**src/rtl/counter_seq_pkg.sv**
```systemverilog
// counter_seq_pkg: shared state encoding and default sizes for the sequenced counter
package counter_seq_pkg;
   localparam int WIDTH = 3;
   localparam int WRAP_MAX = 15;
   typedef enum logic [1:0] {IDLE, RUN, PAUSE, DONE} state_t;
endpackage

```
**src/rtl/counter_seq_if.sv**
```systemverilog
// counter_seq_if: control inputs and count/status outputs of the sequenced counter
interface counter_seq_if;
   import counter_seq_pkg::*;
   logic start;
   logic stop;
   logic step;
   logic dir;
   logic oneshot;
   logic [WIDTH-1:0] limit;
   logic Q0;
   logic Q1;
   logic Q2;
   logic busy;
   logic done;
   logic [3:0] wraps;
   modport master (output start, stop, step, dir, oneshot, limit, input Q0, Q1, Q2, busy, done, wraps);
   modport slave (input start, stop, step, dir, oneshot, limit, output Q0, Q1, Q2, busy, done, wraps);
endinterface

```
**src/rtl/counter_core.sv**
```systemverilog
// counter_core: loadable up/down count register, load taking priority over enable
module counter_core #(
   parameter int WIDTH = 3
) (
   input  logic             clk,
   input  logic             rst,
   input  logic             en,
   input  logic             load,
   input  logic [WIDTH-1:0] load_val,
   input  logic             dir,
   output logic [WIDTH-1:0] count
);
   // count register: load wins, otherwise step one in the requested direction
   always_ff @(posedge clk or posedge rst)
      if (rst) count <= '0;
      else if (load) count <= load_val;
      else if (en) count <= dir ? count - 1'b1 : count + 1'b1;
endmodule

```
**src/rtl/counter_seq.sv**
```systemverilog
// counter_seq: start/stop/step sequenced counter with terminal detect and wrap tally
module counter_seq #(
   parameter int WIDTH = counter_seq_pkg::WIDTH,
   parameter int WRAP_MAX = counter_seq_pkg::WRAP_MAX
) (
   input logic clk,
   input logic rst,
   counter_seq_if.slave bus
);
   import counter_seq_pkg::*;
   state_t state, state_n;
   logic dir_l, oneshot_l, done;
   logic [WIDTH-1:0] limit_l, count, load_val, term_val;
   logic relatch, abort, advance, terminal, load, en;
   logic [3:0] wraps;
   counter_core #(.WIDTH(WIDTH)) u_core (
      .clk(clk), .rst(rst), .en(en), .load(load), .load_val(load_val), .dir(dir_l), .count(count)
   );
   // decode: a terminal advance reloads (continuous) or freezes (oneshot) instead of stepping
   always_comb begin
      relatch = (state == IDLE || state == DONE) && bus.start;
      abort = state == PAUSE && bus.stop;
      advance = (state == RUN && !bus.stop) || (state == PAUSE && !bus.stop && !bus.start && bus.step);
      term_val = dir_l ? '0 : limit_l;
      terminal = advance && count == term_val;
      load = relatch || abort || (terminal && !oneshot_l);
      load_val = relatch ? (bus.dir ? bus.limit : '0) : abort ? '0 : (dir_l ? limit_l : '0);
      en = advance && !terminal;
      state_n = state;
      case (state)
         IDLE, DONE: state_n = bus.start ? RUN : state;
         RUN: state_n = bus.stop ? PAUSE : (terminal && oneshot_l) ? DONE : RUN;
         PAUSE: state_n = bus.stop ? IDLE : bus.start ? RUN : (terminal && oneshot_l) ? DONE : PAUSE;
         default: state_n = IDLE;
      endcase
   end
   // state, start-time latches, done pulse and saturating wrap tally
   always_ff @(posedge clk or posedge rst)
      if (rst) begin
         state <= IDLE;
         dir_l <= 1'b0;
         oneshot_l <= 1'b0;
         limit_l <= '0;
         done <= 1'b0;
         wraps <= '0;
      end else begin
         state <= state_n;
         done <= terminal;
         if (relatch) begin
            dir_l <= bus.dir;
            oneshot_l <= bus.oneshot;
            limit_l <= bus.limit;
         end
         wraps <= relatch ? '0 : (terminal && wraps != 4'(WRAP_MAX)) ? wraps + 1'b1 : wraps;
      end
   assign bus.Q0 = count[0];
   assign bus.Q1 = count[1];
   assign bus.Q2 = count[2];
   assign bus.busy = state == RUN;
   assign bus.done = done;
   assign bus.wraps = wraps;
endmodule

```
**src/flat_wrapper.sv**
```systemverilog
// flat-port wrapper written by rule: the top's interface ports become plain ports
module counter_seq_flat import counter_seq_pkg::*;
#(
   parameter int WIDTH = counter_seq_pkg::WIDTH,
   parameter int WRAP_MAX = counter_seq_pkg::WRAP_MAX
)
  (clk, rst, bus_start, bus_stop, bus_step, bus_dir, bus_oneshot, bus_limit, bus_Q0, bus_Q1, bus_Q2, bus_busy, bus_done, bus_wraps);
  counter_seq_if bus_i ();
  input logic clk;
  input logic rst;
  input wire logic [$bits(bus_i.start)-1:0] bus_start;
  input wire logic [$bits(bus_i.stop)-1:0] bus_stop;
  input wire logic [$bits(bus_i.step)-1:0] bus_step;
  input wire logic [$bits(bus_i.dir)-1:0] bus_dir;
  input wire logic [$bits(bus_i.oneshot)-1:0] bus_oneshot;
  input wire logic [$bits(bus_i.limit)-1:0] bus_limit;
  output wire logic [$bits(bus_i.Q0)-1:0] bus_Q0;
  output wire logic [$bits(bus_i.Q1)-1:0] bus_Q1;
  output wire logic [$bits(bus_i.Q2)-1:0] bus_Q2;
  output wire logic [$bits(bus_i.busy)-1:0] bus_busy;
  output wire logic [$bits(bus_i.done)-1:0] bus_done;
  output wire logic [$bits(bus_i.wraps)-1:0] bus_wraps;
  assign bus_i.start = bus_start;
  assign bus_i.stop = bus_stop;
  assign bus_i.step = bus_step;
  assign bus_i.dir = bus_dir;
  assign bus_i.oneshot = bus_oneshot;
  assign bus_i.limit = bus_limit;
  assign bus_Q0 = bus_i.Q0;
  assign bus_Q1 = bus_i.Q1;
  assign bus_Q2 = bus_i.Q2;
  assign bus_busy = bus_i.busy;
  assign bus_done = bus_i.done;
  assign bus_wraps = bus_i.wraps;
  counter_seq #(.WIDTH(WIDTH), .WRAP_MAX(WRAP_MAX)) u_core (.clk(clk), .rst(rst), .bus(bus_i));
endmodule
```
**config.mk**
```make
export PLATFORM = sky130hd
export DESIGN_NAME = counter_seq_flat
export DESIGN_NICKNAME = d
export VERILOG_FILES = /design/src/rtl/counter_seq_pkg.sv /design/src/rtl/counter_seq_if.sv /design/src/rtl/counter_core.sv /design/src/rtl/counter_seq.sv /design/src/flat_wrapper.sv
export SDC_FILE = /design/constraint.sdc
export NUM_CORES = 1
export LEC_CHECK = 0
export ABC_AREA = 1
export CAP_MARGIN = 25
export CORE_ASPECT_RATIO = 0.75
export CORE_UTILIZATION = 45
export CTS_CLUSTER_SIZE = 8
export DETAILED_ROUTE_END_ITERATION = 10
export PLACE_DENSITY = 0.81
export SLEW_MARGIN = 20
export SYNTH_ARGS = -nofsm -noshare
export SYNTH_HDL_FRONTEND = slang
export SYNTH_SLANG_ARGS = --single-unit
```
**constraint.sdc**
```tcl
create_clock -name clk -period 3.1 [get_ports clk]
set_clock_uncertainty 0.2 [all_clocks]
set_input_delay 0.62 -clock clk [delete_from_list [all_inputs] [get_ports clk]]
set_output_delay 0.62 -clock clk [all_outputs]
set_load 0.02 [all_outputs]
```
==> results.json <==
{
  "status": "completed",
  "syn_inst": 134,
  "synth_seq_area_share": 0.375,
  "yosys_warnings": 0,
  "worst_pin_slew_ns": 0.556,
  "synth_seq_cells": 15,
  "routed_wl_microns": 2000,
  "place_congestion": 0.842,
  "grt_pass1_wl_microns": 3390,
  "die_y_microns": 42.8,
  "total_power_mw": 1.38,
  "fin_tns_setup_ns": 0,
  "syn_area_per_cell_sq_um": 7.47,
  "min_period_over_period": 0.779,
  "grt_max_degree": 16,
  "ys_top_cells_by_count": "nand2_1, inv_1, dfrtp_1, nand3_1, nor2_1",
  "max_cap_violations": 0,
  "cts_sinks": 15,
  "clockBufferDepth": 2,
  "dieArea_sq_um": 2420,
  "h-tree-depth": 1,
  "p_leak_nw": 0.638,
  "drtPass1Iterations": 4,
  "overflow": 0,
  "cts_tree": "built",
  "maxSlewViolCount": 0,
  "initial_utilization": 0.488,
  "start_kind": "register",
  "cts-resized-gates": 0,
  "vias_per_cell": 5.02,
  "drc_errors": 0,
  "clk_latency_ns": 0.28,
  "whs_ns": 0.352,
  "hp-class": "reg -> reg",
  "routedWlPerCell_microns": 11.1,
  "worstPathMaxFanout": 4,
  "path_class": "reg -> out",
  "ys_types": 26,
  "num_rows": 14,
  "path_clk_slew_ns": 0.08,
  "synth_edf_count": 0,
  "io_pins": 19,
  "post-dp-hpwl_microns": 1650,
  "diodes": 0,
  "area_delta_synth_final_pct": 23.9,
  "relSlewSlack": 0.629,
  "yosys-top-cells-area": "dfrtp_1, nand2_1, inv_1, nand3_1, ha_1",
  "syn_nets": 148,
  "grt_usage": 0.190,
  "layout.nets": 171,
  "yosysMostFrequentCell": "nand2_1",
  "rsz0062_at_grt": "false",
  "synth_ff_type": "dfrtp_1",
  "grt_pass1_vias": 810,
  "antenna_found_initial": 0,
  "core_sq_um": 2050,
  "synth_top_area_cell": "dfrtp_1",
  "p_per_area_nw_per_um2": 1110,
  "finalHoldViolations": 0,
  "numPortBuffers": 18,
  "die_w_microns": 56.5,
  "ir_drop_v": 0.000639,
  "synthArstFlopShare": 1.00,
  "fillCellCount": 184,
  "setup-violations-final": 0,
  "numCtsBuffers": 3,
  "num_vias": 904,
  "synth_area_sq_um": 1000,
  "postCtsHoldBufs": 0,
  "endpoint_kind": "primary output",
  "cts_root_buf": "clkbuf_4",
  "finalCriticalPeriod_ns": 2.41,
  "yosys.area.top_type_share": 0.375,
  "first_iter_violations": 36,
  "critPathRequiredTime_ns": 2.28,
  "timing.fmax_mhz": 414,
  "crit_arrival_ns": 1.59,
  "post_cts_buffers": 0,
  "ant_nets": 0,
  "drive_gt1_frac": 0.115
}
## logic make-up (layout without fill, tap and decap cells)
logic type,after synthesis,in the layout,synth area share
AO/OA/AOI/OAI,12,12,0.0662
XOR/XNOR,4,4,0.0350
adder cells (fa/ha/maj),4,4,0.0575
buffers and inverters,21,43,0.0800
flip-flops,15,15,0.375
AND/OR/NAND/NOR,78,78,0.386
## registers in the layout (all words and copies together), names as in the netlist
signal,cells
u_core.limit_l,3
u_core.bus.done,1
u_core.u_core.count,3
u_core.bus.wraps,4
u_core.state,2
u_core.oneshot_l,1
u_core.dir_l,1
## layer usage
layer | up-vias | part of all wire | track usage
met1 | 413 | 0.51 | 0.249
met5 | - | 0 | 0
met4 | 0 | 0.017 | 0.0976
li1 | 466 | - | -
met3 | 5 | 0.045 | 0.0366
met2 | 20 | 0.43 | 0.301
## worst max-delay path, stage by stage (launching register included)
cell and delay [ns]:
dfrtp_1 0.40, inv_1 0.06, ha_1 0.21, clkdlybuf4s50_1 0.64
## per-stage QoR
step / cell area (sq um) / setup slack (ns) / cells / util
after CTS: 1240 / 0.685 / 180 / 0.605
after floorplan: 1000 / 1.28 / 134 / -
after global placement: 1210 / 0.752 / 176 / 0.592
final: 1240 / 0.686 / 180 / 0.605
after global routing: 1240 / 0.599 / 180 / 0.605
after detailed placement: 1210 / 0.712 / 176 / 0.592
## report_power, final
part	switching, mW	total [mW]	leakage, nW	internal, mW
Sequential	0.0984	0.390	0.189	0.291
Combinational	0.521	0.877	0.433	0.355
Clock	0.0611	0.111	0.0150	0.0500
## worst paths after layout
check                                                 from                                 end  slack, ns  cells after the start
hold / removal             u_core.bus.wraps[1]$_DFFE_PP0P_     u_core.bus.wraps[1]$_DFFE_PP0P_       0.35                      2
min in group asynchronous                              rst     u_core.bus.wraps[0]$_DFFE_PP0P_       0.48                      2
hold reg to reg            u_core.bus.wraps[1]$_DFFE_PP0P_     u_core.bus.wraps[1]$_DFFE_PP0P_       0.35                      2
setup / recovery               u_core.state[1]$_DFFE_PP0P_                            bus_busy       0.69                      3
max in group asynchronous                              rst     u_core.bus.wraps[2]$_DFFE_PP0P_       1.85                      2
setup reg to reg               u_core.state[0]$_DFFE_PP0P_  u_core.u_core.count[2]$_DFFE_PP0P_       1.12                     10
## cell usage in the layout (no fill, tap or decap), types with 2 or more instances in the layout
cell,count
nand2_4,3
nand2_1,46
nand3b_1,2
clkdlybuf4s50_1,18
clkbuf_4,3
nor2_1,5
inv_2,3
ha_1,3
nor3_1,2
xor2_1,3
o21ai_1,2
dfrtp_1,15
nand4_1,3
nand3_1,9
a21oi_1,3
nand2_2,4
a31oi_1,2
inv_1,16
o21ai_0,4
## cell type report
cell class | instances | area [sq um] | area share
clock buffers | 4 | 26.3 | 0.0212
inverters | 20 | 75.1 | 0.0605
multi-input cells | 98 | 546 | 0.440
flip-flops and latches | 15 | 375 | 0.303
well taps | 24 | 30.0 | 0.0242
repair buffers | 19 | 188 | 0.151
Note: power is estimated with default switching activity, not from simulation.
